===== src/rtl/nem_ohmux_seq.sv =====
// NEM one-hot inverting mux with a break-before-make relay select sequencer.
// S and VALID are registered from the next state, so they always agree with the FSM.
module nem_ohmux_seq #(
   parameter int N_IN    = 4,
   parameter int WIDTH   = 8,
   parameter int T_BREAK = 2,
   parameter int T_MAKE  = 3,
   parameter int SELW    = (N_IN > 1) ? $clog2(N_IN) : 1
) (
   input  logic                  CP,
   input  logic                  CDN,
   input  logic                  REQ_VALID,
   output logic                  REQ_READY,
   input  logic                  REQ_EN,
   input  logic [SELW-1:0]       REQ_SEL,
   input  logic [N_IN*WIDTH-1:0] I,
   output logic [N_IN-1:0]       S,
   output logic [WIDTH-1:0]      ZN,
   output logic                  VALID,
   output logic                  ERR,
   output logic [15:0]           SW_CNT
);
   localparam int CMAX = (T_BREAK > T_MAKE) ? T_BREAK : T_MAKE;
   localparam int CNTW = (CMAX > 1) ? $clog2(CMAX) : 1;
   localparam logic [CNTW-1:0] BREAK_LD = CNTW'(T_BREAK - 1);
   localparam logic [CNTW-1:0] MAKE_LD  = CNTW'(T_MAKE - 1);

   typedef enum logic [1:0] {ST_IDLE, ST_BREAK, ST_MAKE, ST_ON} state_t;

   state_t          state, state_nx;
   logic [SELW-1:0] sel_q, sel_nx;
   logic [CNTW-1:0] cnt, cnt_nx;
   logic            dis_q, dis_nx;
   logic [N_IN-1:0] s_nx;
   logic            accept, sel_ok, reject, made;
   logic [15:0]     sw_cnt;
   logic [WIDTH-1:0] or_acc;

   assign REQ_READY = (state == ST_IDLE) || (state == ST_ON);
   assign accept    = REQ_VALID && REQ_READY;
   assign sel_ok    = 32'(REQ_SEL) < 32'(N_IN);
   assign SW_CNT    = sw_cnt;

   always_comb begin
      state_nx = state;
      sel_nx   = sel_q;
      cnt_nx   = cnt;
      dis_nx   = dis_q;
      reject   = 1'b0;
      made     = 1'b0;
      unique case (state)
         ST_IDLE: begin
            if (accept && REQ_EN) begin
               if (!sel_ok) begin
                  reject = 1'b1;
               end else begin
                  sel_nx   = REQ_SEL;
                  state_nx = ST_MAKE;
                  cnt_nx   = MAKE_LD;
               end
            end
         end
         ST_ON: begin
            if (accept) begin
               if (REQ_EN && !sel_ok) begin
                  reject = 1'b1;
               end else if (!REQ_EN) begin
                  state_nx = ST_BREAK;
                  cnt_nx   = BREAK_LD;
                  dis_nx   = 1'b1;
               end else if (REQ_SEL != sel_q) begin
                  sel_nx   = REQ_SEL;
                  state_nx = ST_BREAK;
                  cnt_nx   = BREAK_LD;
                  dis_nx   = 1'b0;
               end
            end
         end
         ST_BREAK: begin
            if (cnt == '0) begin
               if (dis_q) begin
                  state_nx = ST_IDLE;
                  dis_nx   = 1'b0;
               end else begin
                  state_nx = ST_MAKE;
                  cnt_nx   = MAKE_LD;
               end
            end else begin
               cnt_nx = cnt - CNTW'(1);
            end
         end
         ST_MAKE: begin
            if (cnt == '0) begin
               state_nx = ST_ON;
               made     = 1'b1;
            end else begin
               cnt_nx = cnt - CNTW'(1);
            end
         end
      endcase

      s_nx = '0;
      if (state_nx == ST_MAKE || state_nx == ST_ON) begin
         for (int unsigned k = 0; k < N_IN; k++) begin
            s_nx[k] = (sel_nx == SELW'(k));
         end
      end
   end

   always_ff @(posedge CP or negedge CDN) begin
      if (!CDN) begin
         state  <= ST_IDLE;
         sel_q  <= '0;
         cnt    <= '0;
         dis_q  <= 1'b0;
         S      <= '0;
         VALID  <= 1'b0;
         ERR    <= 1'b0;
         sw_cnt <= '0;
      end else begin
         state <= state_nx;
         sel_q <= sel_nx;
         cnt   <= cnt_nx;
         dis_q <= dis_nx;
         S     <= s_nx;
         VALID <= (state_nx == ST_ON);
         ERR   <= reject;
         if (made && sw_cnt != '1) begin
            sw_cnt <= sw_cnt + 16'd1;
         end
      end
   end

   always_comb begin
      or_acc = '0;
      for (int unsigned k = 0; k < N_IN; k++) begin
         or_acc = or_acc | ({WIDTH{S[k]}} & I[k*WIDTH +: WIDTH]);
      end
      ZN = ~or_acc;
   end
endmodule


===== config.mk =====
export PLATFORM = sky130hd
export DESIGN_NAME = nem_ohmux_seq
export DESIGN_NICKNAME = d
export VERILOG_FILES = /design/src/rtl/nem_ohmux_seq.sv
export SDC_FILE = /design/constraint.sdc
export NUM_CORES = 1
export LEC_CHECK = 0
export ABC_AREA = 1
export ABC_CLOCK_PERIOD_IN_PS = 2080
export BUFFER_PORTS_ARGS = -buffer_cell sky130_fd_sc_hd__buf_2
export CAP_MARGIN = 20
export CORE_AREA = 2 2 76 63
export DETAILED_ROUTE_END_ITERATION = 10
export DIE_AREA = 0 0 78 65
export PLACE_DENSITY = 0.69
export SYNTH_ARGS = -nofsm -noshare
export SYNTH_HDL_FRONTEND = slang
export SYNTH_SLANG_ARGS = --single-unit

===== constraint.sdc =====
create_clock -name CP -period 2.08 [get_ports CP]
set_input_delay 0.104 -clock CP [delete_from_list [all_inputs] [get_ports CP]]
set_output_delay 0.104 -clock CP [all_outputs]
set_load 0.02 [all_outputs]

======== Word-level counts from Yosys, hierarchy flattened ========
Cells that the tools add are included.
W data, S select, Z words.
storage, ports and cells
  output and inout bits ................... 31
  input bits .............................. 38
  register bits after elaboration ......... 28
operators by class
  reductions and logical operators ........ 11
  multiplexer cells ....................... 29
  equality and inequality tests ........... 16
  $add $sub $neg .......................... 2
  bitwise logic cells ..................... 8
operators by type and width
  operator                 count
  $mux W2                  18
  $and A8 B8 Y8            4
  $or A8 B8 Y8             3
  $add A16 B1 Y16 const B  1
  $ne A16 B16 Y1 const B   1
  $pmux W2 S4              2
  $eq A2 B2 Y1 const B     6
  $not A8 Y8               1
  $logic_not A2 Y1         3
  $mux W1                  6
  $ne A2 B2 Y1 const B     3
  $reduce_and A5 Y1        1
  $eq A2 B1 Y1 const B     2
  $mux W4                  1
  $pmux W2 S2              1
  $reduce_and A4 Y1        1
  $logic_and A1 B1 Y1      3
  $ne A3 B2 Y1 const B     1
  $ne A3 B3 Y1 const B     1
  $logic_or A1 B1 Y1       2
  $ne A2 B1 Y1 const B     1
  $ne A2 B2 Y1             1
  $pmux W1 S2              1
  $reduce_bool A2 Y1       1
  $sub A2 B1 Y2 const B    1

======== Logic depth before layout (Yosys ltp) ========
Gate-level depths: netlist of the first run.
  depth in word-level cells ............... 9
  mapped depth ............................ 11

======== Worst setup path before layout of the first run ========
OpenSTA, ideal clock, no wires.
  kind .................................... register to register
  start ................................... register state[1]
  end ..................................... register S[0]
  path buffers ............................ 0
  slack ................................... 0.465 ns
  stages on the path, launching flop included .. 11
  data required time ...................... 1.959 ns
  arrival ................................. 1.494 ns
  cell sequence ........................... dfrtp_1 inv_1 ha_1 nor2_1 nand2_1 nand2_1 nand2_1 nor2_1 inv_1 nand2_1 nor2_1
RTL lines
  element                                           line    text
  start, declared                                   30      state_t state, state_nx;
  start signal, assigned                            121     state <= state_nx;
  $eq A2 B2 Y1 or $logic_not A2 Y1 (tied branches)  39, 51
  $logic_or A1 B1 Y1                                39      assign REQ_READY = (state == ST_IDLE) || (state == ST_ON);
  $logic_and A1 B1 Y1                               40      assign accept = REQ_VALID && REQ_READY;
  $logic_and A1 B1 Y1                               53      if (accept && REQ_EN) begin
  $mux W2                                           53
  $pmux W2 S2 (*)                                   51      unique case (state)
  named net sel_nx[0]                               31      logic [SELW-1:0] sel_q, sel_nx;
  $logic_not A2 Y1 (*)                              105     s_nx[k] = (sel_nx == SELW'(k));
  $mux W4 (*)                                       103     if (state_nx == ST_MAKE || state_nx == ST_ON) begin
  named net s_nx[0]                                 34      logic [N_IN-1:0] s_nx;
  end signal, assigned                              125     S <= s_nx;
  end, declared                                     17      output logic [N_IN-1:0] S,
The timed path passes the listed nets; every way through them passes the cells marked *.
A chain may end at the register's enable or synchronous reset.

======== Worst setup path after layout of the first run ========
Same ends and word-level chain as after synthesis.

==> results of run 1 <==
[cells in the mapped netlist]
master    number  area share (%)
a21oi_1        5             1.3
a221oi_1       8             3.7
a22o_1         8             3.7
buf_1          2            0.40
buf_4          1            0.40
buf_6          2             1.2
clkbuf_1       2            0.40
clkinv_2       1            0.26
conb_1         1            0.20
dfrtp_1       28              37
ha_1           8             5.3
inv_1         32             6.4
inv_2          2            0.40
nand2_1       86              17
nand2_2        1            0.33
nand2_4        2             1.2
nand3_1       10             2.7
nand3_2        1            0.53
nand3_4        1            0.93
nand3b_1       1            0.40
nand4_1        3            0.99
nor2_1        26             5.2
nor2_2         1            0.33
nor2_4         1            0.60
nor3_1         2            0.53
o21ai_0       13             3.4
o22ai_1        1            0.33
xnor2_1        8             3.7
xor2_1         2            0.93
[registers in the layout (all words and copies together), names as in the netlist]
signal,cells
sel_q,2
S,4
SW_CNT,16
state,2
dis_q,1
cnt,2
VALID,1
[worst paths after layout]
path                                        startpoint                     end  cells after the start
max in group asynchronous                          CDN  SW_CNT[13]$_DFFE_PN0P_                      2
worst min-delay path                            REQ_EN       dis_q$_DFFE_PN0P_                      4
worst max register to register      state[1]$_DFF_PN0_          S[0]$_DFF_PN0_                     10
min in group asynchronous                          CDN   SW_CNT[9]$_DFFE_PN0P_                      2
worst max-delay path                state[1]$_DFF_PN0_          S[0]$_DFF_PN0_                     10
worst min register to register  SW_CNT[12]$_DFFE_PN0P_  SW_CNT[12]$_DFFE_PN0P_                      1
[worst max-delay path: stages, from the launching register on]
cell and delay (ps):
dfrtp_1 440, inv_1 110, ha_1 330, nor2_1 150
nand2_1 180, nand2_1 100, nand2_1 50, nor2_1 180
inv_1 80, nand2_1 70, nor2_1 40
[repair_timing]
action,in CTS,in global routing
hold endpoints to repair,28,0
hold buffers,1,0
setup buffers,0,0
gates resized for setup,0,0
[cell families (layout without fill, tap and decap cells)]
group / Yosys count / count (layout) / synth area share [%]
DFF: 28 / 28 / 37.1
adders and majority gates: 8 / 8 / 5.31
buffers and inverters: 42 / 107 / 9.42
and+or+nand+nor: 135 / 135 / 30.8
xor gates and xnor gates: 10 / 10 / 4.64
AOI/OAI and AO/OA: 35 / 35 / 12.5
other: 1 / 1 / 0.199
[per-stage QoR]
stage                     utilization, %  instance area [sq um]  total power, W  instances
final                               53.0                   2330         0.00265        384
after global routing                53.0                   2330         0.00290        384
after CTS                           53.0                   2330         0.00267        384
after detailed placement            51.1                   2250         0.00223        379
after global placement              51.1                   2250         0.00220        379
after floorplan                        -                   1890         0.00187        259
[routing by layer]
metal	share of wire [%]	up-vias
met5	0	-
met4	0.66	0
met3	9.2	2
met2	44	69
met1	46	823
li1	-	958
[cells in the final DEF (no fill, tap or decap)]
| master | Yosys | layout |
|---|---|---|
| nand2_1 | 86 | 86 |
| nand2_2 | 1 | 1 |
| nor3_1 | 2 | 2 |
| ha_1 | 8 | 8 |
| a21oi_1 | 5 | 5 |
| nor2_4 | 1 | 1 |
| a221oi_1 | 8 | 8 |
| conb_1 | 1 | 1 |
| a22o_1 | 8 | 8 |
| nand3_4 | 1 | 1 |
| inv_2 | 2 | 2 |
| inv_1 | 32 | 32 |
| o22ai_1 | 1 | 1 |
| nand3_2 | 1 | 1 |
| nor2_1 | 26 | 26 |
| dlygate4sd3_1 | 0 | 1 |
| nor2_2 | 1 | 1 |
| dfrtp_1 | 28 | 28 |
| o21ai_0 | 13 | 13 |
| nand4_1 | 3 | 3 |
| bufinv_16 | 0 | 1 |
| xnor2_1 | 8 | 8 |
| clkbuf_8 | 0 | 3 |
| nand2_4 | 2 | 2 |
| xor2_1 | 2 | 2 |
| nand3_1 | 10 | 10 |
| clkinv_2 | 1 | 1 |
| buf_2 | 0 | 67 |
| nand3b_1 | 1 | 1 |
[cell type report]
type	count	area, sq um
Inverter	35	133
Timing Repair Buffer	68	345
Multi-Input combinational cell	189	1010
Fill cell	428	2070
Clock buffer	3	41.3
Tap cell	60	75.1
Clock inverter	1	30.0
Sequential cell	28	701
[power by group]
group	internal [W]	leakage (nW)	switching [W]
clock	0.000258	0.0357	0.000175
sequential	0.000675	0.373	0.000153
combinational	0.000499	0.883	0.000887
total	0.00143	1.29	0.00122
==> impl_metrics.toml, run 1 <==
[outcome]
status = "finished clean"

[timing]
slew_violations = 0
min_period_over_period_pct = 88.6
hold_ws_ps = 132
post-route-min-period_ps = 1840
relSlewSlack_pct = 59.3
rsz0062_at_grt = "no"
fin_skew_ps = 4.22
fin_ws_ps = 237
setup_viol = 0
fmax_ghz = 0.542
setup_tns_ps = 0
finalHoldViolCount = 0
worst_pin_slew_ps = 611

[drt]
via_per_inst = 4.82
via_count = 1852
wl_per_cell_um = 11.4
drc = 0
dr.pass1.iters = 4
drt-total-wl_mm = 4.37
antenna_left = 0
drtIter0Drc = 95

[global_routing]
grt_pass1_wl_mm = 7.50
met3_usage_pct = 4.74
grt_overflow_total = 0
grt_usage_pct = 18.2
use_met1_pct = 23.6
busiest_layer = "met2"
grt_max_degree = 29
met2_usage_pct = 31.0
antenna_found_initial = 0
grt_pass1_vias = 1704

[synth]
synth_cells = 259
ys_ff_latch = 28
synth_cell_types = 29
avgSynthCellArea_sq_um = 7.28
synth_fp_nets = 305
synth_area_sq_mm = 0.00189
ys_seq_area_share_pct = 37.1
yosys_warnings = 0

[floorplan]
core_area_sq_mm = 0.00440
die_h_um = 65
fp.dieArea_sq_mm = 0.00507
rows = 22
start_util_pct = 42.8
fp.dieW_um = 78
pin_count = 69

[hold_path]
min_path_type = "input port to flip-flop"

[clock_network]
clock_path_buffers = 2
clock_latency_ps = 280
clk_pin_slew_worst_paths_ps = 100
cts_sinks = 28
cts_tree = "done"
htree_levels = 1
ctsRootBufferMaster = "clkbuf_8"
numCtsBuffers = 3

[worst_setup_path]
cp.required_ps = 2250
critPathCaptureType = "flip-flop"
start_kind = "flip-flop"
worstPathArrival_ps = 2020
r2r_setup_slack_ps = 240
worstSetupPathType = "flip-flop to flip-flop"
cp_max_fo = 7

[cells_and_area]
final_nets = 371
area_growth_pct = 23.7
drive_gt1_share_pct = 25.0
antenna_cells = 0

[placed_design]
numPortBuffers = 67
place.gp.congestion = 0.797
place_ws_ps = 277
hpwl_mm = 3.32

[run]
maxCapViolCount = 0

[power_and_ir_drop]
p_per_area_mw_per_mm2 = 1140
peakVddDrop_uv = 855
power_leakage_nw = 1.29
No activity file was read; power rests on OpenSTA's default activity.
==> run 2, diff against run 1 <==
--- a/config.mk
+++ b/config.mk
@@ -5,13 +5,12 @@
 export SDC_FILE = /design/constraint.sdc
 export NUM_CORES = 1
 export LEC_CHECK = 0
-export ABC_AREA = 1
 export ABC_CLOCK_PERIOD_IN_PS = 2080
 export BUFFER_PORTS_ARGS = -buffer_cell sky130_fd_sc_hd__buf_2
 export CAP_MARGIN = 20
-export CORE_AREA = 2 2 76 63
+export CORE_AREA = 2 2 73 61
 export DETAILED_ROUTE_END_ITERATION = 10
-export DIE_AREA = 0 0 78 65
+export DIE_AREA = 0 0 75 63
 export PLACE_DENSITY = 0.69
 export SYNTH_ARGS = -nofsm -noshare
 export SYNTH_HDL_FRONTEND = slang
==> impl_metrics.toml, run 2 <==
[clock_network]
cts_sinks = 28
clock_path_buffers = 2
cts_tree = "done"
ctsRootBufferMaster = "clkbuf_8"
htree_levels = 1
clk_pin_slew_worst_paths_ps = 100
clock_latency_ps = 280
numCtsBuffers = 3

[timing]
worst_pin_slew_ps = 618
setup_viol = 0
fin_skew_ps = 4.19
finalHoldViolCount = 0
hold_ws_ps = 227
slew_violations = 0
fmax_ghz = 0.513
post-route-min-period_ps = 1950
relSlewSlack_pct = 58.8
min_period_over_period_pct = 93.6
fin_ws_ps = 132

[cells_and_area]
largest_register_ffs = 16
drive_gt1_share_pct = 38.1
final_cell_count_no_fill = 304
fin_area_sq_mm = 0.00228
antenna_cells = 0
mostFrequentLayoutCells = "buf_2 (67), dfrtp_1 (28), buf_4 (14)"
final_nets = 294
area_growth_pct = 32.9
fin_util_pct = 56.7
final_common_cell = "buf_2"

[worst_setup_path]
r2r-end = "cnt[0]$_DFFE_PN0P_"
critPathCaptureType = "flip-flop"
cp_max_fo = 4
cp.required_ps = 2250
worstPathArrival_ps = 2120
r2r_setup_slack_ps = 130
worstRegToRegCells = 6
start_kind = "flip-flop"
worstSetupPathType = "flip-flop to flip-flop"
r2r-start = "state[0]$_DFF_PN0_"

[run]
maxCapViolCount = 0

[synth]
synthAdderAreaFrac_pct = 5.84
synthTopCellsByArea = "dfrtp_1 (41%), ha_1 (5.8%), a221oi_1 (4.6%)"
async_reset_ff_share_pct = 100
synth_area_sq_mm = 0.00171
synth_area_leader_cell = "dfrtp_1"
synth_top_family_by_area = "compound AO/OA/AOI/OAI gates"
synth_cells = 170
synth-xor-area-share_pct = 4.60
synth_cell_types = 52
synthSimpleGateAreaFrac_pct = 18.6
synthTopCellsByCount = "dfrtp_1 (28), nor2_1 (13), a221oi_1 (9), inv_1 (9), nand2_1 (9)"
ys_seq_area_share_pct = 40.9
synth_mux_area_share_pct = 4.53
netlist.area_leader.share_pct = 40.9
synth.most_common_cell = "dfrtp_1"
synth_fp_nets = 216
avgSynthCellArea_sq_um = 10.1
ys.flop_type = "dfrtp_1"
synth-edff-count = 0
yosys_warnings = 0
synth-compound-area-share_pct = 20.9
ys_ff_latch = 28

[drt]
dr.pass1.iters = 6
drt-total-wl_mm = 4.44
wl_per_cell_um = 14.6
via_per_inst = 5.39
antenna_left = 0
via_count = 1638
drtIter0Drc = 117
drc = 0

[placed_design]
numPortBuffers = 67
place_ws_ps = 72.6
placed_area_sq_mm = 0.00218
dp_cells = 298
place.gp.congestion = 0.841
hpwl_mm = 3.39

[power_and_ir_drop]
power_frac_seq_pct = 28.9
power_leakage_nw = 1.18
p_sw_w = 0.00130
sw_frac_of_total_pct = 42.4
p_int_w = 0.00176
clkPwrFrac_pct = 14.3
p_comb_share_pct = 56.8
peakVddDrop_uv = 571
p_per_area_mw_per_mm2 = 1340

[hold_path]
holdPathStages = 4
min_path_type = "input port to flip-flop"
min_to = "dis_q$_DFFE_PN0P_"
min_from = "REQ_EN"

[global_routing]
antenna_found_initial = 0
grt_max_degree = 29
grt_pass1_wl_mm = 6.84
grt_overflow_total = 0
grt_pass1_vias = 1522
grt_usage_pct = 18.4

[floorplan]
core_area_sq_mm = 0.00402
start_util_pct = 42.6
fp.dieW_um = 75
fp.dieArea_sq_mm = 0.00473
die_h_um = 63
pin_count = 69
rows = 21

[outcome]
status = "finished clean"
-- run 2: metrics by stage --
stage | total power (W) | TNS (ps)
6_report | 0.00306 | 0
2_1_floorplan | 0.00199 | 0
4_1_cts | 0.00302 | 0
3_3_place_gp | 0.00254 | 0
5_1_grt | 0.00330 | -15.2
3_5_place_dp | 0.00257 | 0
-- run 2: area by class of cell --
class	instances	area (sq um)
clock buffer	3	41.3
fill	378	1740
timing repair buffer	82	450
inverter	9	33.8
sequential	28	701
tap	57	71.3
clock inverter	1	30.0
multi-input combinational	124	951
-- run 2: per-layer routing --
metal  vias to the layer above  wire, um  global-route usage, %
li1                        795         -                      -
met1                       760      1910                   23.3
met2                        78      2090                   32.3
met3                         5       394                   2.58
met4                         0        46                   4.91
met5                         -         0                      0
-- run 2: timing repair --
item,4_1_cts,5_1_grt
gates resized for setup,0,1
endpoints found under the setup margin,0,6
endpoints found under the hold margin,28,0
buffers inserted,0,1
hold buffers,1,0
-- run 2: how the worst max path moves through the flow --
stage / startpoint / endpoint / slack (ps) / cells past startpoint
after CTS: state[0]$_DFF_PN0_ / cnt[0]$_DFFE_PN0P_ / 50 / 6
after floorplan: state[0]$_DFF_PN0_ / cnt[0]$_DFFE_PN0P_ / 190 / 6
after global placement: state[0]$_DFF_PN0_ / cnt[0]$_DFFE_PN0P_ / 140 / 6
after detailed placement: state[0]$_DFF_PN0_ / cnt[0]$_DFFE_PN0P_ / 70 / 6
after global routing: cnt[0]$_DFFE_PN0P_ / SW_CNT[15]$_DFFE_PN0P_ / -20 / 6
final: state[0]$_DFF_PN0_ / cnt[0]$_DFFE_PN0P_ / 130 / 6
-- run 2: cell families (layout without fill, tap and decap cells) --
kind of cell / after synthesis / after routing
compound gates: 46 / 46
xor+xnor: 9 / 9
fa+ha+maj: 8 / 8
buf+inv: 18 / 95
flops: 28 / 28
mux: 7 / 7
other cells: 1 / 1
simple gates: 53 / 53
-- run 2: critical path: stages, from the launching register on --
cell and delay (ps):
dfrtp_1 420, inv_1 160, ha_4 240, nand2b_1 150, a32o_1 250, a221o_1 320, mux2_4 300
-- run 2: power by group through the flow --
stage / registers (W) / logic (W) / clock network (W)
2_1_floorplan: 0.000929 / 0.00107 / 0
5_1_grt: 0.000911 / 0.00192 / 0.000470
6_report: 0.000885 / 0.00174 / 0.000437
3_5_place_dp: 0.000898 / 0.00167 / 0
3_3_place_gp: 0.000897 / 0.00164 / 0
4_1_cts: 0.000888 / 0.00168 / 0.000450
